--- config.mk ---
export PLATFORM = sky130hd
export DESIGN_NAME = guess_solver_flat
export DESIGN_NICKNAME = d
export VERILOG_FILES = /design/src/rtl/guess_pkg.sv /design/src/rtl/guess_solver_if.sv /design/src/rtl/guess_lfsr.sv /design/src/rtl/guess_solver.sv /design/src/flat_wrapper.sv
export SDC_FILE = /design/constraint.sdc
export NUM_CORES = 1
export LEC_CHECK = 0
export BUFFER_PORTS_ARGS = -buffer_cell sky130_fd_sc_hd__clkbuf_2
export CAP_MARGIN = 0
export CORE_ASPECT_RATIO = 1.5
export CORE_MARGIN = 5
export CORE_UTILIZATION = 40
export CTS_CLUSTER_DIAMETER = 200
export DETAILED_ROUTE_END_ITERATION = 16
export PLACE_DENSITY_LB_ADDON = 0.2
export SYNTH_ARGS = -nofsm -noshare
export SYNTH_HDL_FRONTEND = slang
export SYNTH_HIERARCHICAL = 1
export SYNTH_SLANG_ARGS = --single-unit
--- constraint.sdc ---
create_clock -name clk -period 5.35 [get_ports clk]
set_input_delay 0.535 -clock clk [delete_from_list [all_inputs] [get_ports clk]]
set_output_delay 0.535 -clock clk [all_outputs]
set_load 0.02 [all_outputs]
--- src/rtl/guess_pkg.sv ---
// Shared types and constants for the number-guessing solver.
package guess_pkg;

    localparam int GUESS_W = 6;
    localparam logic [GUESS_W-1:0] ALL_MATCH = '1;

    // Feedback taps, counted down from the MSB: x^6 + x^5 + 1.
    localparam int LFSR_TAP_A = 1;
    localparam int LFSR_TAP_B = 2;

    typedef enum logic [2:0] {
        S_IDLE  = 3'd0,
        S_ISSUE = 3'd1,
        S_WAIT  = 3'd2,
        S_GAP   = 3'd3,
        S_DONE  = 3'd4,
        S_FAIL  = 3'd5
    } state_t;

endpackage

--- src/rtl/guess_solver_if.sv ---
// Guess/feedback link between the solver (master) and the game (slave).
// Handshake: the master holds guess stable while guess_valid=1; the slave's fb is
// taken on any rising clk edge where guess_valid && fb_valid, otherwise fb is ignored.
interface guess_solver_if #(
    parameter int W = 6
);
    logic [W-1:0] guess;
    logic         guess_valid;
    logic [W-1:0] fb;
    logic         fb_valid;

    modport master (output guess, output guess_valid, input fb, input fb_valid);
    modport slave  (input guess, input guess_valid, output fb, output fb_valid);
endinterface

--- src/rtl/guess_lfsr.sv ---
// Probe-guess generator: Fibonacci LFSR that advances one step per enable.
module guess_lfsr
    import guess_pkg::*;
#(
    parameter int             W    = GUESS_W,
    parameter logic [W-1:0]   SEED = W'(1)
) (
    input  logic         clk,
    input  logic         rst,
    input  logic         i_en,
    output logic [W-1:0] o_q
);

    logic [W-1:0] r_q;

    always_ff @(posedge clk or posedge rst) begin
        if (rst) begin
            r_q <= SEED;
        end else if (i_en) begin
            r_q <= {r_q[W-2:0], r_q[W-LFSR_TAP_A] ^ r_q[W-LFSR_TAP_B]};
        end
    end

    assign o_q = r_q;

endmodule

--- src/rtl/guess_solver.sv ---
// Automatic guessing player: probes with an LFSR value, derives the secret from the
// per-bit match vector, resubmits it, and keeps saturating win/loss statistics.
module guess_solver
    import guess_pkg::*;
#(
    parameter int           W         = GUESS_W,
    parameter int           MAX_TRIES = 3,
    parameter int           TIMEOUT   = 16,
    parameter logic [W-1:0] SEED      = W'(1)
) (
    input  logic                  clk,
    input  logic                  rst,
    input  logic                  i_start,
    guess_solver_if.master        bus,
    output logic                  o_busy,
    output logic                  o_solved,
    output logic                  o_failed,
    output logic                  o_timed_out,
    output logic [3:0]            o_tries,
    output logic [7:0]            o_won_cnt,
    output logic [7:0]            o_lost_cnt,
    output state_t                o_state
);

    localparam int TW = $clog2(TIMEOUT + 1);

    state_t        r_state, w_next;
    logic [W-1:0]  r_guess, r_est, w_lfsr;
    logic          r_gv, r_busy, r_solved, r_failed, r_timed_out;
    logic [3:0]    r_tries;
    logic [7:0]    r_won, r_lost;
    logic [TW-1:0] r_tcnt;

    logic w_start_ok, w_present, w_retry, w_win, w_lose, w_expire, w_probe;

    guess_lfsr #(.W(W), .SEED(SEED)) u_lfsr (
        .clk  (clk),
        .rst  (rst),
        .i_en (w_probe),
        .o_q  (w_lfsr)
    );

    always_ff @(posedge clk or posedge rst) begin
        if (rst) r_state <= S_IDLE;
        else     r_state <= w_next;
    end

    always_comb begin
        w_next     = r_state;
        w_start_ok = 1'b0;
        w_present  = 1'b0;
        w_retry    = 1'b0;
        w_win      = 1'b0;
        w_lose     = 1'b0;
        w_expire   = 1'b0;
        case (r_state)
            S_IDLE, S_DONE, S_FAIL: begin
                if (i_start) begin
                    w_next     = S_ISSUE;
                    w_start_ok = 1'b1;
                end
            end
            S_ISSUE, S_GAP: begin
                w_next    = S_WAIT;
                w_present = 1'b1;
            end
            S_WAIT: begin
                // Feedback arriving in the expiry cycle takes priority over the timeout.
                if (r_gv && bus.fb_valid) begin
                    if (bus.fb == ALL_MATCH) begin
                        w_next = S_DONE;
                        w_win  = 1'b1;
                    end else if (r_tries < 4'(MAX_TRIES)) begin
                        w_next  = S_GAP;
                        w_retry = 1'b1;
                    end else begin
                        w_next = S_FAIL;
                        w_lose = 1'b1;
                    end
                end else if (r_tcnt == TW'(TIMEOUT - 1)) begin
                    w_next   = S_FAIL;
                    w_lose   = 1'b1;
                    w_expire = 1'b1;
                end
            end
            default: w_next = S_IDLE;
        endcase
    end

    assign w_probe = w_present && (r_state == S_ISSUE);

    always_ff @(posedge clk or posedge rst) begin
        if (rst) begin
            r_guess     <= '0;
            r_est       <= '0;
            r_gv        <= 1'b0;
            r_busy      <= 1'b0;
            r_solved    <= 1'b0;
            r_failed    <= 1'b0;
            r_timed_out <= 1'b0;
            r_tries     <= '0;
            r_won       <= '0;
            r_lost      <= '0;
            r_tcnt      <= '0;
        end else begin
            if (w_start_ok) begin
                r_solved    <= 1'b0;
                r_failed    <= 1'b0;
                r_timed_out <= 1'b0;
                r_busy      <= 1'b1;
                r_tries     <= '0;
            end
            if (w_present) begin
                r_guess <= w_probe ? w_lfsr : r_est;
                r_gv    <= 1'b1;
                r_tries <= r_tries + 4'd1;
                r_tcnt  <= '0;
            end else if (r_state == S_WAIT) begin
                r_tcnt <= r_tcnt + TW'(1);
            end
            // Matching bits keep the guess bit, mismatching bits flip it.
            if (w_retry) begin
                r_est <= r_guess ~^ bus.fb;
                r_gv  <= 1'b0;
            end
            if (w_win) begin
                r_gv     <= 1'b0;
                r_busy   <= 1'b0;
                r_solved <= 1'b1;
                if (r_won != 8'hFF) r_won <= r_won + 8'd1;
            end
            if (w_lose) begin
                r_gv        <= 1'b0;
                r_busy      <= 1'b0;
                r_failed    <= 1'b1;
                r_timed_out <= w_expire;
                if (r_lost != 8'hFF) r_lost <= r_lost + 8'd1;
            end
        end
    end

    assign bus.guess       = r_guess;
    assign bus.guess_valid = r_gv;
    assign o_busy          = r_busy;
    assign o_solved        = r_solved;
    assign o_failed        = r_failed;
    assign o_timed_out     = r_timed_out;
    assign o_tries         = r_tries;
    assign o_won_cnt       = r_won;
    assign o_lost_cnt      = r_lost;
    assign o_state         = r_state;

endmodule
--- src/flat_wrapper.sv ---
// flat-port wrapper written by rule: the top's interface ports become plain ports
module guess_solver_flat import guess_pkg::*;
#(
    parameter int           W         = GUESS_W,
    parameter int           MAX_TRIES = 3,
    parameter int           TIMEOUT   = 16,
    parameter logic [W-1:0] SEED      = W'(1)
)
  (clk, rst, i_start, o_busy, o_solved, o_failed, o_timed_out, o_tries, o_won_cnt, o_lost_cnt, o_state, bus_guess, bus_guess_valid, bus_fb, bus_fb_valid);
  guess_solver_if #(.W(W)) bus_i ();
  input  logic clk;
  input  logic rst;
  input  logic i_start;
  output logic o_busy;
  output logic o_solved;
  output logic o_failed;
  output logic o_timed_out;
  output logic [3:0] o_tries;
  output logic [7:0] o_won_cnt;
  output logic [7:0] o_lost_cnt;
  output state_t o_state;
  output wire logic [$bits(bus_i.guess)-1:0] bus_guess;
  output wire logic [$bits(bus_i.guess_valid)-1:0] bus_guess_valid;
  input wire logic [$bits(bus_i.fb)-1:0] bus_fb;
  input wire logic [$bits(bus_i.fb_valid)-1:0] bus_fb_valid;
  assign bus_guess = bus_i.guess;
  assign bus_guess_valid = bus_i.guess_valid;
  assign bus_i.fb = bus_fb;
  assign bus_i.fb_valid = bus_fb_valid;
  guess_solver #(.W(W), .MAX_TRIES(MAX_TRIES), .TIMEOUT(TIMEOUT), .SEED(SEED)) u_core (.clk(clk), .rst(rst), .i_start(i_start), .bus(bus_i), .o_busy(o_busy), .o_solved(o_solved), .o_failed(o_failed), .o_timed_out(o_timed_out), .o_tries(o_tries), .o_won_cnt(o_won_cnt), .o_lost_cnt(o_lost_cnt), .o_state(o_state));
endmodule
=== Word-level counts from Yosys, hierarchy flattened ===
Index checks and enable logic that the tools add are counted.

* Input port bits: 10
* Logic and storage cells: 84
* Memory bits (writable): 0
* Memories kept: 0
* Latch bits: 0
* Register bits after elaboration: 51
* Output and inout port bits: 34
* ROM bits: 0

* Div/mod/pow operators: 0
* Order comparisons: 1
* Multiply operators: 0
* Multiplexer cells: 39
* Add/sub/neg operators: 4
* Eq/ne operators: 11
* Reductions and logical operators: 14
* Bitwise operators: 2
* Shift-type cells: 0

{| class="wikitable"
|+ Operators with widths
! cell !! count
|-
| $mux 1 || 28
|-
| $add 8x1->8 const B || 2
|-
| $ne 8x8->1 const B || 2
|-
| $mux 3 || 5
|-
| $mux 5 || 2
|-
| $pmux 3 s3 || 1
|-
| $mux 4 || 2
|-
| $reduce_bool 2->1 || 4
|-
| $eq 3x2->1 const B || 2
|-
| $eq 3x3->1 const B || 2
|-
| $eq 6x6->1 const B || 1
|-
| $mux 6 || 1
|-
| $reduce_and 2->1 || 3
|-
| $xnor 6x6->6 || 1
|-
| $add 5x1->5 const B || 1
|-
| $eq 5x4->1 const B || 1
|-
| $add 4x1->4 const B || 1
|-
| $lt 4x2->1 const B || 1
|-
| $reduce_bool 4->1 || 1
|-
| $eq 3x1->1 const B || 1
|-
| $logic_not 3->1 || 1
|-
| $ne 3x1->1 const B || 1
|-
| $reduce_bool 3->1 || 1
|-
| $reduce_or 3->1 || 1
|-
| 4 further kinds || 5
|}

=== Logic depth before layout (Yosys ltp) ===
Gate-level depths: netlist (run 1).

* Word-level depth: 8
* Gate-level depth with buffers: 9
* Depth with buffers taken out: 8

=== Hierarchy ===
The synthesis (run 1) kept the hierarchy.

{| class="wikitable"
|+ By module, submodules not included
! module !! seq. area each (µm²) !! area an instance (µm²) !! cells each !! times used
|-
| guess_solver || 1126.1 || 2132.0 || 205 || 1
|-
| guess_lfsr || 151.4 || 259.0 || 16 || 1
|}

=== Least setup slack after synthesis (run 1) ===
No wires, ideal clock.

* Path type: register to register
* Start point: register u_core.r_state[0] (netlist: u_core/o_state[0])
* End point: register u_core.r_lost[7] (netlist: u_core/o_lost_cnt[7])
* Arrival: 2090 ps
* Clock period less this slack: 2169 ps
* Path slack: 3181 ps
* Cell stages (with the launch flop): 8
* Data required time: 5270 ps
* Library setup time: 80 ps
* Buffers on the path: 2
* Cells stage by stage: dfrtp_1 or3b_1 buf_6 nor2_8 or4b_1 buf_6 nor4_4 xor2_1

* Cells in the longest elaborated chain, start to end: 3

{| class="wikitable"
|+ RTL lines
! item !! RTL line !! source
|-
| from (decl) || guess_solver.sv:27 || <nowiki>state_t r_state, w_next;</nowiki>
|-
| from (signal assigned) || guess_solver.sv:45 || <nowiki>else r_state <= w_next;</nowiki>
|-
| $eq 3x2->1 || guess_solver.sv:56 || <nowiki>case (r_state)</nowiki>
|-
| $mux 1 || guess_solver.sv:56 ||
|-
| $reduce_and 2->1 (no line) || n/a ||
|-
| to (signal assigned) || guess_solver.sv:137 || <nowiki>if (r_lost != 8'hFF) r_lost <= r_lost + 8'd1;</nowiki>
|-
| to (decl) || guess_solver.sv:31 || <nowiki>logic [7:0] r_won, r_lost;</nowiki>
|}

Every way passes these cells.
A chain may end at the register's enable or synchronous reset.

=== Worst setup path in the final report (run 1) ===
* Start point: register u_core.r_state[1] (netlist: u_core/o_state[1])
* End point: register u_core.r_lost[7] (netlist: u_core/o_lost_cnt[7])

The elaborated chain is that of the path after synthesis.

==> results.cfg, run 1 <==
[run_status]
status = finished clean

[placed_design]
placement.cell_area_um2 = 2648
hpwl_um = 3655
dp.cells = 328
gp_congestion = 0.7860
port_buffers = 43

[setup_path]
path_class = flop to flop
critPathSlowestCell = or4b_1
max_stage_delay_ns = 0.66
cp_max_fo = 13
crit_required_ns = 5.58
cp_cell_sequence = or3b_1, nor2_8, or4b_1, nor4_4, xor2_1
crit_path_start_kind = flop
cp-end-kind = flop
r2r_start = u_core/o_state[1]
r2r_setup_slack_ns = 2.80
reg2reg_depth = 5
cp_num_buf_inv = 0
cp.arrival_ns = 2.78
path_delay_family = simple AND/OR/NAND/NOR gates
timing.rr.end = u_core/o_lost_cnt[7]

[routing]
route.vias.total = 1696
first_pass_iters = 3
first_iter_violations = 57
ant_nets = 0
drt-wirelength-per-cell_um = 14.63
via_per_inst = 5.048
drc_errors = 0
wirelength_um = 4914

[synthesis]
synthSimpleGateAreaFrac = 0.1832
syn_inst = 221
seq_area_frac_synth = 0.5343
synth_xor_area_frac = 0.08791
synth.mux.area_fraction = 0.07431
ys_seq_elements = 51
synth_warnings = 6
ys_types = 36
yosys.area_share.adder = 0.02616
avgSynthCellArea_um2 = 10.82
synth_nets = 236
synth_top_family_by_area = simple AND/OR/NAND/NOR gates
synth_compound_area_frac = 0.06279
syn_area_um2 = 2391

[finish]
diodes = 0
syn_to_final_growth_pct = 15.65
postLayoutCellArea_um2 = 2765
drive_above_1_share = 0.2424
multi_input_area_um2 = 1039
nNetsFinal = 278
fillers = 561
final_cells = 336
seq_area_um2 = 1277

[sta]
finalHoldViolations = 0
rsz0062_at_grt = false
worst_pin_slew_ns = 0.8002
finClkSkew_ns = 0.003423
period_share = 0.4775
slew_violations = 0
slew-limit-headroom = 0.4665
tns_ns = 0
fmax_mhz = 391.4
setup_violations = 0
period_needed_ns = 2.555

[clocking]
cts_resized = 0
cts_sinks = 51
postCtsHoldBufs = 0
cts_max_path_buffers = 2
clockRootBuffer = clkbuf_8
path_clk_slew_ns = 0.09
htree_num_levels = 2
clk_latency_ns = 0.30
tritoncts = done
postCtsSetupRepairBufs = 0
cts_buffers = 5

[floorplan]
floorplan.initialDensity = 0.4103
ios = 44
dieWidth_um = 73.13
core_area_um2 = 5828
die-area_um2 = 7655
num_rows = 34
fp.dieH_um = 104.7

[global_routing]
grt_use_met2 = 0.2151
grt_usage = 0.1340
grt_antenna_before_repair = 0
grt_remaining_overflow = 0
gr-max-usage-layer = met2
grt.met1_usage = 0.1725
use_met3 = 0.02978
grt_pass1_vias = 1649
grt_pass1_wl_um = 8093
grt_max_degree = 46

[power]
power_leakage_nw = 1.367
irDropWorstVdd_mv = 0.2156
p_per_area_nw_per_um2 = 523.0

[run]
drv_cap = 0

[worst_hold_path]
hold_path_class = input pin to asynchronous set/reset pin
==> metal layers <==
metal / vias to the layer above / wire (µm)
met2: 31 / 2453
met4: 0 / 107
met1: 826 / 2171
met5: - / 0
li1: 832 / -
met3: 7 / 182
==> synth_stat cells, drive strengths merged <==
master,n,area [µm²]
dfstp,1,26.28
nand4,5,31.28
dfrtp,50,1251
and3,1,6.260
inv,5,18.77
nand2,32,120.1
nand2b,1,6.260
nand3,15,75.07
mux2i,8,80.08
a21o,2,15.01
o211ai,1,7.510
o21ai,20,100.1
or2,1,6.260
nand3b,1,7.510
buf,3,33.78
xnor2,9,78.83
or2b,1,7.510
xor2,15,131.4
o21a,1,7.510
nor4,2,27.53
nor3,4,30.03
nor2,15,72.57
nor2b,2,12.51
mux2,7,97.59
ha,5,62.56
or3b,1,8.760
nor3b,1,7.510
or4b,1,10.01
clkbuf,6,22.52
and4,1,8.760
a21oi,4,20.02
==> power by group <==
group	total (W)	switching, W	internal [W]
clock	0.000277	0.000126	0.000151
combinational	0.000527	0.000313	0.000213
sequential	0.000643	0.000132	0.000510
total	0.00145	0.000572	0.000875
==> cell type report <==
cell class / instances / share of cell area
inverter: 5 / 0.006787
sequential: 51 / 0.4620
clock buffer: 6 / 0.02986
tap: 72 / 0.03258
multi-input combinational: 156 / 0.3756
clock inverter: 2 / 0.01267
timing repair buffer: 44 / 0.08054
==> sequential cells by signal, summed over array words and instances (netlist names), 3 cells and up <==
register,cells
u_core/bus.guess,6
u_core/o_lost_cnt,8
u_core/o_state,3
u_core/o_tries,4
u_core/o_won_cnt,8
u_core/r_est,6
u_core/r_tcnt,5
u_core/u_lfsr/o_q,6
==> cells by family (layout without fill, tap and decap cells) <==
group | count (synthesis) | in the layout
DFF | 51 | 51
adders and majority gates | 5 | 5
and+or+nand+nor | 84 | 84
buffers and inverters | 14 | 57
xor gates and xnor gates | 24 | 24
muxes | 15 | 15
AOI/OAI and AO/OA | 28 | 28
==> worst max-delay path by stage <==
stage / start / endpoint / slack (ns) / depth (start not counted)
global placement: u_core/o_state[1] / u_core/o_lost_cnt[7] / 2.85 / 5
floorplan: u_core/o_state[0] / u_core/o_lost_cnt[7] / 3.18 / 7
finish: u_core/o_state[1] / u_core/o_lost_cnt[7] / 2.80 / 5
CTS: u_core/o_state[1] / u_core/o_lost_cnt[7] / 2.79 / 5
detailed placement: u_core/o_state[1] / u_core/o_lost_cnt[7] / 2.80 / 5
global route: u_core/o_state[1] / u_core/o_lost_cnt[7] / 2.68 / 5
==> metrics by stage <==
step	hold WS [ns]	worst slack (ns)	utilization	power, W
floorplan	0.3252	3.181	-	0.001036
global placement	0.4544	2.848	0.4543	0.001170
detailed placement	0.4653	2.796	0.4543	0.001185
CTS	0.1205	2.791	0.4745	0.001467
global route	0.1404	2.683	0.4745	0.001546
finish	0.1250	2.795	0.4745	0.001446
==> worst reg2reg max path: cells and delay by family (launching register included) <==
family	cells	cell delay (ns)
xor gates and xnor gates	1	0.17
DFF	1	0.63
and+or+nand+nor	4	1.69
==> layout by cell type, fill, tap and decap left out, types with 6 or more instances in the layout <==
cell type,n
clkbuf_2,43
xnor2_1,9
xor2_1,15
nand3_1,15
o21ai_0,20
mux2i_1,8
nand2_1,32
clkbuf_8,6
dfrtp_1,50
nor2_1,14
Power figures use the tool's default switching activity.
==> inputs of run 2 (changes only) <==
- clock period: 5.35 -> 2.11 ns (I/O delays scaled with it)
==> run 2 against run 1 <==
Against the previous run: hold slack improved by 0.045 ns; die area is the same; clock skew is 0.0079 ns higher; worst setup slack got worse by 2.7 ns; non-clock buffer count is 16 higher; critical path type unchanged; largest cell class unchanged; largest power group is now combinational logic.
==> results.cfg, run 2 (synthesized netlist as in run 1, its figures left out) <==
[finish]
diodes = 0
final_common_cell = dfrtp_1
final_cells = 352
syn_to_final_growth_pct = 21.61
drive_above_1_share = 0.3071
postLayoutCellArea_um2 = 2908
most-common-layout-cells = dfrtp_1 (48), clkbuf_2 (43), nand2_1 (32)
nNetsFinal = 294

[clocking]
tritoncts = done
cts_max_path_buffers = 2
clk_latency_ns = 0.30
cts_sinks = 51
path_clk_slew_ns = 0.09
clockRootBuffer = clkbuf_8
cts_buffers = 5
htree_num_levels = 2

[run_status]
status = finished clean

[sta]
finClkSkew_ns = 0.01130
finalHoldViolations = 0
period_share = 0.9759
period_needed_ns = 2.059
slew_violations = 0
setup_violations = 0
rsz0062_at_grt = true
worst_pin_slew_ns = 0.7455
slew-limit-headroom = 0.4999
whs_ns = 0.1696
fmax_mhz = 485.6

[floorplan]
num_rows = 34
dieWidth_um = 73.13
ios = 44
core_area_um2 = 5828
floorplan.initialDensity = 0.4103
die-area_um2 = 7655
fp.dieH_um = 104.7

[worst_hold_path]
min_from = i_start
worst_hold_path.endpoint = u_core/o_state[2]
hold_path_class = input pin to flop
whs_path_depth = 2

[run]
drv_cap = 0

[routing]
ant_nets = 0
first_iter_violations = 52
via_per_inst = 4.932
first_pass_iters = 4
drc_errors = 0
wirelength_um = 5099
route.vias.total = 1736
drt-wirelength-per-cell_um = 14.49

[placed_design]
dp.cells = 340
hpwl_um = 3872
gp_congestion = 0.7732
placement.cell_area_um2 = 2748
port_buffers = 43

[power]
combPwrFrac = 0.425
internal-power_w = 0.002241
seq_power_share = 0.421
power_w = 0.003712
p_per_area_nw_per_um2 = 1276
p_clk_frac = 0.155
switching_share = 0.3962
switchingPower_w = 0.001471
power_leakage_nw = 1.448
irDropWorstVdd_mv = 0.5918

[setup_path]
cp.arrival_ns = 2.24
crit_required_ns = 2.29
path_class = flop to flop
r2r_start = u_core/r_tcnt[1]
cp_max_fo = 8
reg2reg_depth = 7
cp-end-kind = flop
crit_path_start_kind = flop
timing.rr.end = u_core/o_lost_cnt[1]
r2r_setup_slack_ns = 0.05

[global_routing]
grt_antenna_before_repair = 0
grt_max_degree = 22
grt_usage = 0.1447
grt_pass1_wl_um = 8845
grt_pass1_vias = 1807
grt_remaining_overflow = 0
-- run 2: cell types whose count changed in the layout (fill, tap and decap cells not counted), moves of 2 or more --
| cell | delta |
|---|---|
| ha_1 | -2 |
| dfrtp_1 | -2 |
| buf_4 | +15 |
| dfrtp_2 | +2 |
-- run 2: metal layers --
layer / up-vias / part of all wire / GRT usage
li1: 858 / - / -
met2: 30 / 0.54 / 0.2497
met3: 5 / 0.033 / 0.02882
met4: 0 / 0.011 / 0.04354
met5: - / 0 / 0
met1: 843 / 0.41 / 0.1781
-- run 2: cell type report --
cell class / instances / area (µm²)
well taps: 72 / 90.09
clock inverters: 1 / 5.005
multi-input cells: 156 / 1082
fillers: 539 / 2920
clock buffers: 7 / 86.33
inverters: 5 / 18.77
repair buffers: 60 / 345.3
flip-flops and latches: 51 / 1280
-- run 2: metrics by stage --
step	worst slack [ns]	util	TNS [ns]
after floorplan	0.0002491	-	0
after global placement	0.07026	0.4714	0
after detailed placement	0.02775	0.4714	0
after CTS	0.004606	0.4888	0
after global routing	-0.07336	0.4989	-0.1560
final	0.05085	0.4989	0
-- run 2: critical path, cell delays in order, from the launching register on --
cell	delay [ns]
dfrtp_1	0.38
ha_2	0.20
and3_4	0.20
ha_4	0.15
a21oi_4	0.04
nor2_8	0.08
or4b_4	0.55
mux2_1	0.34
-- run 2: power by group through the flow --
stage / combinational (W) / sequential (W) / clock (W)
final: 0.00158 / 0.00156 / 0.000574
after global routing: 0.00176 / 0.00161 / 0.000639
after CTS: 0.00155 / 0.00157 / 0.000600
after detailed placement: 0.00154 / 0.00158 / 0
after global placement: 0.00151 / 0.00157 / 0
after floorplan: 0.000879 / 0.00176 / 0
-- run 2: how the worst max path moves through the flow --
stage                     cells after the start                   end         startpoint
after floorplan                               6  u_core/o_lost_cnt[1]  u_core/o_state[2]
after global placement                        4  u_core/o_lost_cnt[1]  u_core/o_state[2]
after detailed placement                      7  u_core/o_lost_cnt[1]   u_core/r_tcnt[0]
after CTS                                     7  u_core/o_lost_cnt[1]   u_core/r_tcnt[0]
after global routing                          8  u_core/o_lost_cnt[5]   u_core/r_tcnt[1]
final                                         7  u_core/o_lost_cnt[1]   u_core/r_tcnt[1]
-- run 2: repair_timing --
item                       in CTS  in global routing
gates resized for setup         0                  7
hold buffers                    1                  0
hold endpoints to repair       24                  0
setup endpoints to repair       0                  9
buffers inserted                0                  3
